## src/rtl/slurm32_cpu_memory_interface.sv

```systemverilog
// Load/store bridge between the execute stage and a request/ready bus.
// A captured request is held on the bus until accepted; load data is lane-aligned on return.
module slurm32_cpu_memory_interface (
  input  logic        CLK,
  input  logic        RSTb,
  input  logic        load_memory,
  input  logic        store_memory,
  input  logic [31:0] load_store_address,
  input  logic [31:0] memory_out,
  input  logic [3:0]  memory_mask,
  output logic        stall,
  output logic [31:0] load_data,
  output logic        load_data_valid,
  output logic        protocol_error,
  output logic        bus_req,
  output logic        bus_wr,
  output logic [29:0] bus_addr,
  output logic [31:0] bus_wr_data,
  output logic [3:0]  bus_wr_mask,
  input  logic        bus_ready,
  input  logic [31:0] bus_rd_data,
  input  logic        bus_rd_valid
);

  typedef enum logic [1:0] {IDLE, REQ, WAIT_RD, DONE} state_t;

  state_t      r_state;
  logic        r_bus_req;
  logic        r_bus_wr;
  logic [29:0] r_bus_addr;
  logic [31:0] r_bus_wr_data;
  logic [3:0]  r_bus_wr_mask;
  logic [31:0] r_load_data;
  logic        r_load_data_valid;
  logic        r_protocol_error;
  logic [31:0] w_rd_aligned;
  logic        w_req_in;

  assign w_req_in = load_memory | store_memory;

  // Shift the selected lane(s) down to bit 0, zero-extended; odd masks pass raw.
  always_comb begin
    w_rd_aligned = bus_rd_data;
    case (r_bus_wr_mask)
      4'b0001: w_rd_aligned = {24'h0, bus_rd_data[7:0]};
      4'b0010: w_rd_aligned = {24'h0, bus_rd_data[15:8]};
      4'b0100: w_rd_aligned = {24'h0, bus_rd_data[23:16]};
      4'b1000: w_rd_aligned = {24'h0, bus_rd_data[31:24]};
      4'b0011: w_rd_aligned = {16'h0, bus_rd_data[15:0]};
      4'b1100: w_rd_aligned = {16'h0, bus_rd_data[31:16]};
      default: w_rd_aligned = bus_rd_data;
    endcase
  end

  always_ff @(posedge CLK) begin
    if (!RSTb) begin
      r_state           <= IDLE;
      r_bus_req         <= 1'b0;
      r_bus_wr          <= 1'b0;
      r_bus_addr        <= '0;
      r_bus_wr_data     <= '0;
      r_bus_wr_mask     <= '0;
      r_load_data       <= '0;
      r_load_data_valid <= 1'b0;
      r_protocol_error  <= 1'b0;
    end else begin
      r_load_data_valid <= 1'b0;
      r_protocol_error  <= 1'b0;
      case (r_state)
        IDLE: begin
          if (w_req_in) begin
            // Simultaneous load+store is resolved as a store and flagged.
            r_bus_wr         <= store_memory;
            r_bus_addr       <= load_store_address[31:2];
            r_bus_wr_data    <= memory_out;
            r_bus_wr_mask    <= memory_mask;
            r_bus_req        <= 1'b1;
            r_protocol_error <= load_memory & store_memory;
            r_state          <= REQ;
          end
        end
        REQ: begin
          if (bus_ready) begin
            r_bus_req <= 1'b0;
            if (r_bus_wr) begin
              r_state <= DONE;
            end else if (bus_rd_valid) begin
              r_load_data       <= w_rd_aligned;
              r_load_data_valid <= 1'b1;
              r_state           <= DONE;
            end else begin
              r_state <= WAIT_RD;
            end
          end
        end
        WAIT_RD: begin
          if (bus_rd_valid) begin
            r_load_data       <= w_rd_aligned;
            r_load_data_valid <= 1'b1;
            r_state           <= DONE;
          end
        end
        default: r_state <= IDLE;
      endcase
    end
  end

  assign stall = RSTb & (((r_state == IDLE) & w_req_in) |
                         (r_state == REQ) | (r_state == WAIT_RD));

  assign bus_req         = r_bus_req;
  assign bus_wr          = r_bus_wr;
  assign bus_addr        = r_bus_addr;
  assign bus_wr_data     = r_bus_wr_data;
  assign bus_wr_mask     = r_bus_wr_mask;
  assign load_data       = r_load_data;
  assign load_data_valid = r_load_data_valid;
  assign protocol_error  = r_protocol_error;

endmodule

```

## config.mk

```make
export PLATFORM = sky130hd
export DESIGN_NAME = slurm32_cpu_memory_interface
export DESIGN_NICKNAME = d
export VERILOG_FILES = /design/src/rtl/slurm32_cpu_memory_interface.sv
export SDC_FILE = /design/constraint.sdc
export NUM_CORES = 1
export LEC_CHECK = 0
export ABC_AREA = 1
export BUFFER_PORTS_ARGS = -buffer_cell sky130_fd_sc_hd__buf_4
export CAP_MARGIN = 25
export CORE_ASPECT_RATIO = 1.75
export CORE_MARGIN = 3
export CORE_UTILIZATION = 40
export CTS_CLUSTER_SIZE = 25
export DETAILED_ROUTE_END_ITERATION = 12
export PLACE_DENSITY = 0.73
export SYNTH_ARGS = -nofsm -noshare
export SYNTH_HDL_FRONTEND = slang
export SYNTH_SLANG_ARGS = --single-unit
```

## constraint.sdc

```tcl
create_clock -name CLK -period 2.7 [get_ports CLK]
set_input_delay 0.81 -clock CLK [delete_from_list [all_inputs] [get_ports CLK]]
set_output_delay 0.81 -clock CLK [all_outputs]
set_load 0.02 [all_outputs]
```

### Word level (Yosys, flattened, before mapping)

Cells that the tools add are included.

* word-level logic and storage cells: 53
* input port bits: 106
* register bits: 104

* reduce and logical (&&, ||, !) cells: 8
* multiplexer cells: 18
* bitwise logic cells: 6
* equal/unequal tests: 12

Operator list (number)
* 32-bit case mux with 6 select lines: 1
* 32-bit 2-to-1 mux: 3
* 32-bit case mux with 2 select lines: 1
* 3-bit AND reduction: 4
* 4-bit by 2-bit == test with 1-bit output (second input constant): 2
* 4-bit == test (second input constant): 2
* 2-bit != test (second input constant): 4
* 1-bit 2-to-1 mux: 7
* 2-bit 2-to-1 mux: 3
* 2-bit case mux with 3 select lines: 1
* 4-bit by 1-bit == test with 1-bit output (second input constant): 1
* 4-bit by 3-bit == test with 1-bit output (second input constant): 1
* 1-bit case mux with 2 select lines: 2
* 2-bit nonzero test: 2
* 1-bit bitwise AND: 3
* 1-bit bitwise OR: 3
* 2-bit by 1-bit == test with 1-bit output (second input constant): 1
* 2-bit == test (second input constant): 1
* 2-bit logical NOT: 1
* 2-bit AND reduction: 1

### Depth between registers and ports, before layout

* word-level depth: 6
* depth in mapped cells: 11

### Worst setup path after synthesis

Ideal clock, no wire load.

* kind: input to output
* from: in load_memory
* to: out stall
* required time: 1890 ps
* arrival: 1602 ps
* slack: 288 ps
* stages: 5
* buffers on the path: 1
* cells stage by stage: inv_1 nand2_1 nand2_1 buf_2 a21oi_1

* word-level cells in the longest chain between the ends: 5

RTL lines
* from (decl): RTL line 6 `input logic load_memory,`
* 1-bit bitwise OR: RTL line 39 `assign w_req_in = load_memory | store_memory;`
* 1-bit bitwise AND: RTL line 108 `assign stall = RSTb & (((r_state == IDLE) & w_req_in) |`
* 1-bit bitwise OR: RTL line 108
* 1-bit bitwise OR: RTL line 109 `(r_state == REQ) | (r_state == WAIT_RD));`
* 1-bit bitwise AND: RTL line 108
* to (decl): RTL line 11 `output logic stall,`

No other way between the ends.

### Worst setup path in the final report

* from: reg r_state[1]
* to: out stall

* word-level cells in the longest chain between the ends: 5

RTL lines
* from (decl): RTL line 27 `state_t r_state;`
* from (signal assigned): RTL line 57 `r_state <= IDLE;`
* from (signal assigned): RTL line 79 `r_state <= REQ;`
* from (signal assigned): RTL line 86 `r_state <= DONE;`
* 2-bit logical NOT: RTL line 108
* 1-bit bitwise AND: RTL line 108
* 1-bit bitwise OR: RTL line 108
* 1-bit bitwise OR (*): RTL line 109
* 1-bit bitwise AND (*): RTL line 108

Mark *: on every way between the ends. The rest lies on a longest branch, timed or not.

==> run_results.csv <==
group,metric,value,unit
run_status,status,"completed",
sta,setup_viol,0,
synth,synth.distinct_cells,26,
floorplan,core,10400,sq um
synth,async_flop_share,0,%
clock_network,h-tree-depth,3,
floorplan,start_util,41.5,%
sta,fin_ws,0.383,ns
synth,yosysMostFrequentCell,"nor2_1",
sta,fin_crit_sh,85.8,%
power_and_ir_drop,power.leakage,2.86,nW
clock_network,clkSlewWorstSetupHoldPaths,0.07,ns
global_routing,track_usage,21.8,%
global_routing,grt_pass1_wl,21200,microns
sta,tightest_slew,0.709,ns
worst_setup_path,worstSetupPathType,"register to primary output",
synth,syn_area,4300,sq um
synth,synth_seq_cells,104,
synth,syn_avg_cell_area,7.70,sq um
finish,stdcell_count,880,
worst_setup_path,arrival,1.51,ns
clock_network,cts-root-buf,"clkbuf_16",
route,drt_iter0_markers,179,
global_routing,antenna_found_initial,0,
route,wl,13600,microns
synth,ys_top_cells_by_area,"dfxtp_1, nor2_1, o21ai_0, nand2_1, a21oi_1",
worst_setup_path,end_kind,"primary output",
floorplan,ios,209,
finish,final_layout_size_suffix_gt1_share,35.3,%
floorplan,rows,49,
placed_design,portBuffers,206,
worst_setup_path,reg2reg_setup_slack,0.59,ns
synth,synth_largest_area_cell,"dfxtp_1",
power_and_ir_drop,peakVddDrop,0.000564,V
route,wl_per_cell,15.4,microns
global_routing,grt_max_degree,85,
sta,rsz0062_at_grt,"no",
clock_network,ctsHoldBuffers,0,
finish,multi_input_area,1980,sq um
sta,hold_viol_final,0,
worst_setup_path,crit_fanout,6,
finish,area_growth_syn_to_layout,43.9,%
sta,min_period,2.32,ns
finish,antennaDiodeCount,0,
clock_network,cts_tree,"yes",
sta,whs,0.472,ns
finish,n_fill_cell,986,
synth,synth_common_cells,"nor2_1, dfxtp_1, o21ai_0",
power_and_ir_drop,powerDensity,1140,nW/um^2
sta,setup_tns,0,ns
global_routing,grt_pass1_vias,4367,
finish,finalNetCount,858,
sta,skew,0.00920,ns
route,drc,0,
placed_design,place_area,5880,sq um
route,via_per_inst,5.06,
worst_setup_path,worst_ep_required_time,1.89,ns
route,first_pass_iters,4,
placed_design,preCtsSetupSlack,0.285,ns
route,antenna_left,0,
placed_design,place.gp.congestion,0.980,
clock_network,postCtsSetupBuffers,0,
finish,regArea,2080,sq um
clock_network,clock-sinks,104,
floorplan,die_y,143,microns
placed_design,dp_hpwl,10100,microns
clock_network,cts_resized,0,
sta,finalMaxSlewViolations,0,
global_routing,overflow,0,
finish,final_area,6190,sq um
floorplan,die_w,84.4,microns
synth,synth_edf_count,0,
synth,ys_seq_area_share,48.4,%
job,drv_cap,0,
synth,synthFlopType,"dfxtp_1",
synth,netlist.area_leader.share,48.4,%
clock_network,cts_made_buffers,9,
min_path,hold_path.class,"register to register",
placed_design,dp.cells,864,
floorplan,dieArea,12100,sq um
route,vias,4452,
worst_setup_path,crit_path_start_kind,"register",
clock_network,worstSkewPairLatency,0.34,ns
synth,yosysWarnings,0,
clock_network,clock_path_buffers,2,
sta,maxSlewHeadroom,52.7,%
synth,synth_nets,669,
synth,postSynthCellCount,559,
sta,max_freq,0.432,GHz
[power by group]
part | internal [W] | switching [W] | leakage, nW
sequential | 0.00201 | 0.000290 | 0.858
clock | 0.000739 | 0.000608 | 0.150
combinational | 0.00123 | 0.00215 | 1.85
total | 0.00398 | 0.00305 | 2.86
[worst paths after layout]
path | startpoint | to | depth (start not counted)
hold reg to reg | load_data[18] | load_data[18] | 2
hold / removal | load_data[18] | load_data[18] | 2
setup / recovery | r_state[1] | stall | 5
setup reg to reg | r_state[0] | bus_wr_data[11] | 8
[state kept, by name (all words and copies together) (netlist names)]
register,count
r_state,2
load_data_valid,1
bus_wr_mask,4
protocol_error,1
bus_wr_data,32
load_data,32
bus_wr,1
bus_addr,30
bus_req,1
[metal layers]
| metal | share of wire (%) | track usage [%] | vias up |
|---|---|---|---|
| li1 | - | - | 2212 |
| met5 | 0 | 0 | - |
| met4 | 4.8 | 11.4 | 0 |
| met1 | 36 | 22.9 | 2020 |
| met3 | 7.7 | 5.95 | 33 |
| met2 | 51 | 39.3 | 187 |
[cell usage in the layout, fill, tap and decap left out, types with 11 or more instances in the layout]
cell / count
a21oi_1: 30
nand2_1: 67
buf_4: 212
inv_1: 11
o21ai_0: 83
nand3_1: 19
nor2_1: 150
nand4_1: 16
dfxtp_1: 104
nand3_2: 12
[worst max-delay path: stages, from the launching register on]
cell	delay (ns)
dfxtp_1	0.38
inv_1	0.10
ha_1	0.26
nor2_1	0.17
a21oi_1	0.10
buf_4	0.16
[logic make-up (layout without fill, tap and decap cells)]
logic type | after synthesis | in the layout | share of synthesized area, %
AO/OA/AOI/OAI | 125 | 125 | 15.5
flip-flops | 104 | 104 | 48.4
buffers and inverters | 50 | 244 | 5.58
AND/OR/NAND/NOR | 276 | 276 | 29.3
adder cells (fa/ha/maj) | 4 | 4 | 1.16
[through the flow]
stage	power [W]	util [%]
finish	0.00703	59.7
global route	0.00754	59.7
CTS	0.00710	59.7
detailed placement	0.00573	56.7
global placement	0.00564	56.7
floorplan	0.00453	-
[layout make-up]
| class | count | share of cell area (%) |
|---|---|---|
| clock buffers | 9 | 3.64 |
| clock inverters | 7 | 1.39 |
| inverters | 16 | 1.01 |
| multi-input cells | 405 | 32.0 |
| flip-flops and latches | 104 | 33.6 |
| well taps | 127 | 2.57 |
| repair buffers | 212 | 25.7 |
No activity file was read; power rests on OpenSTA's default activity.
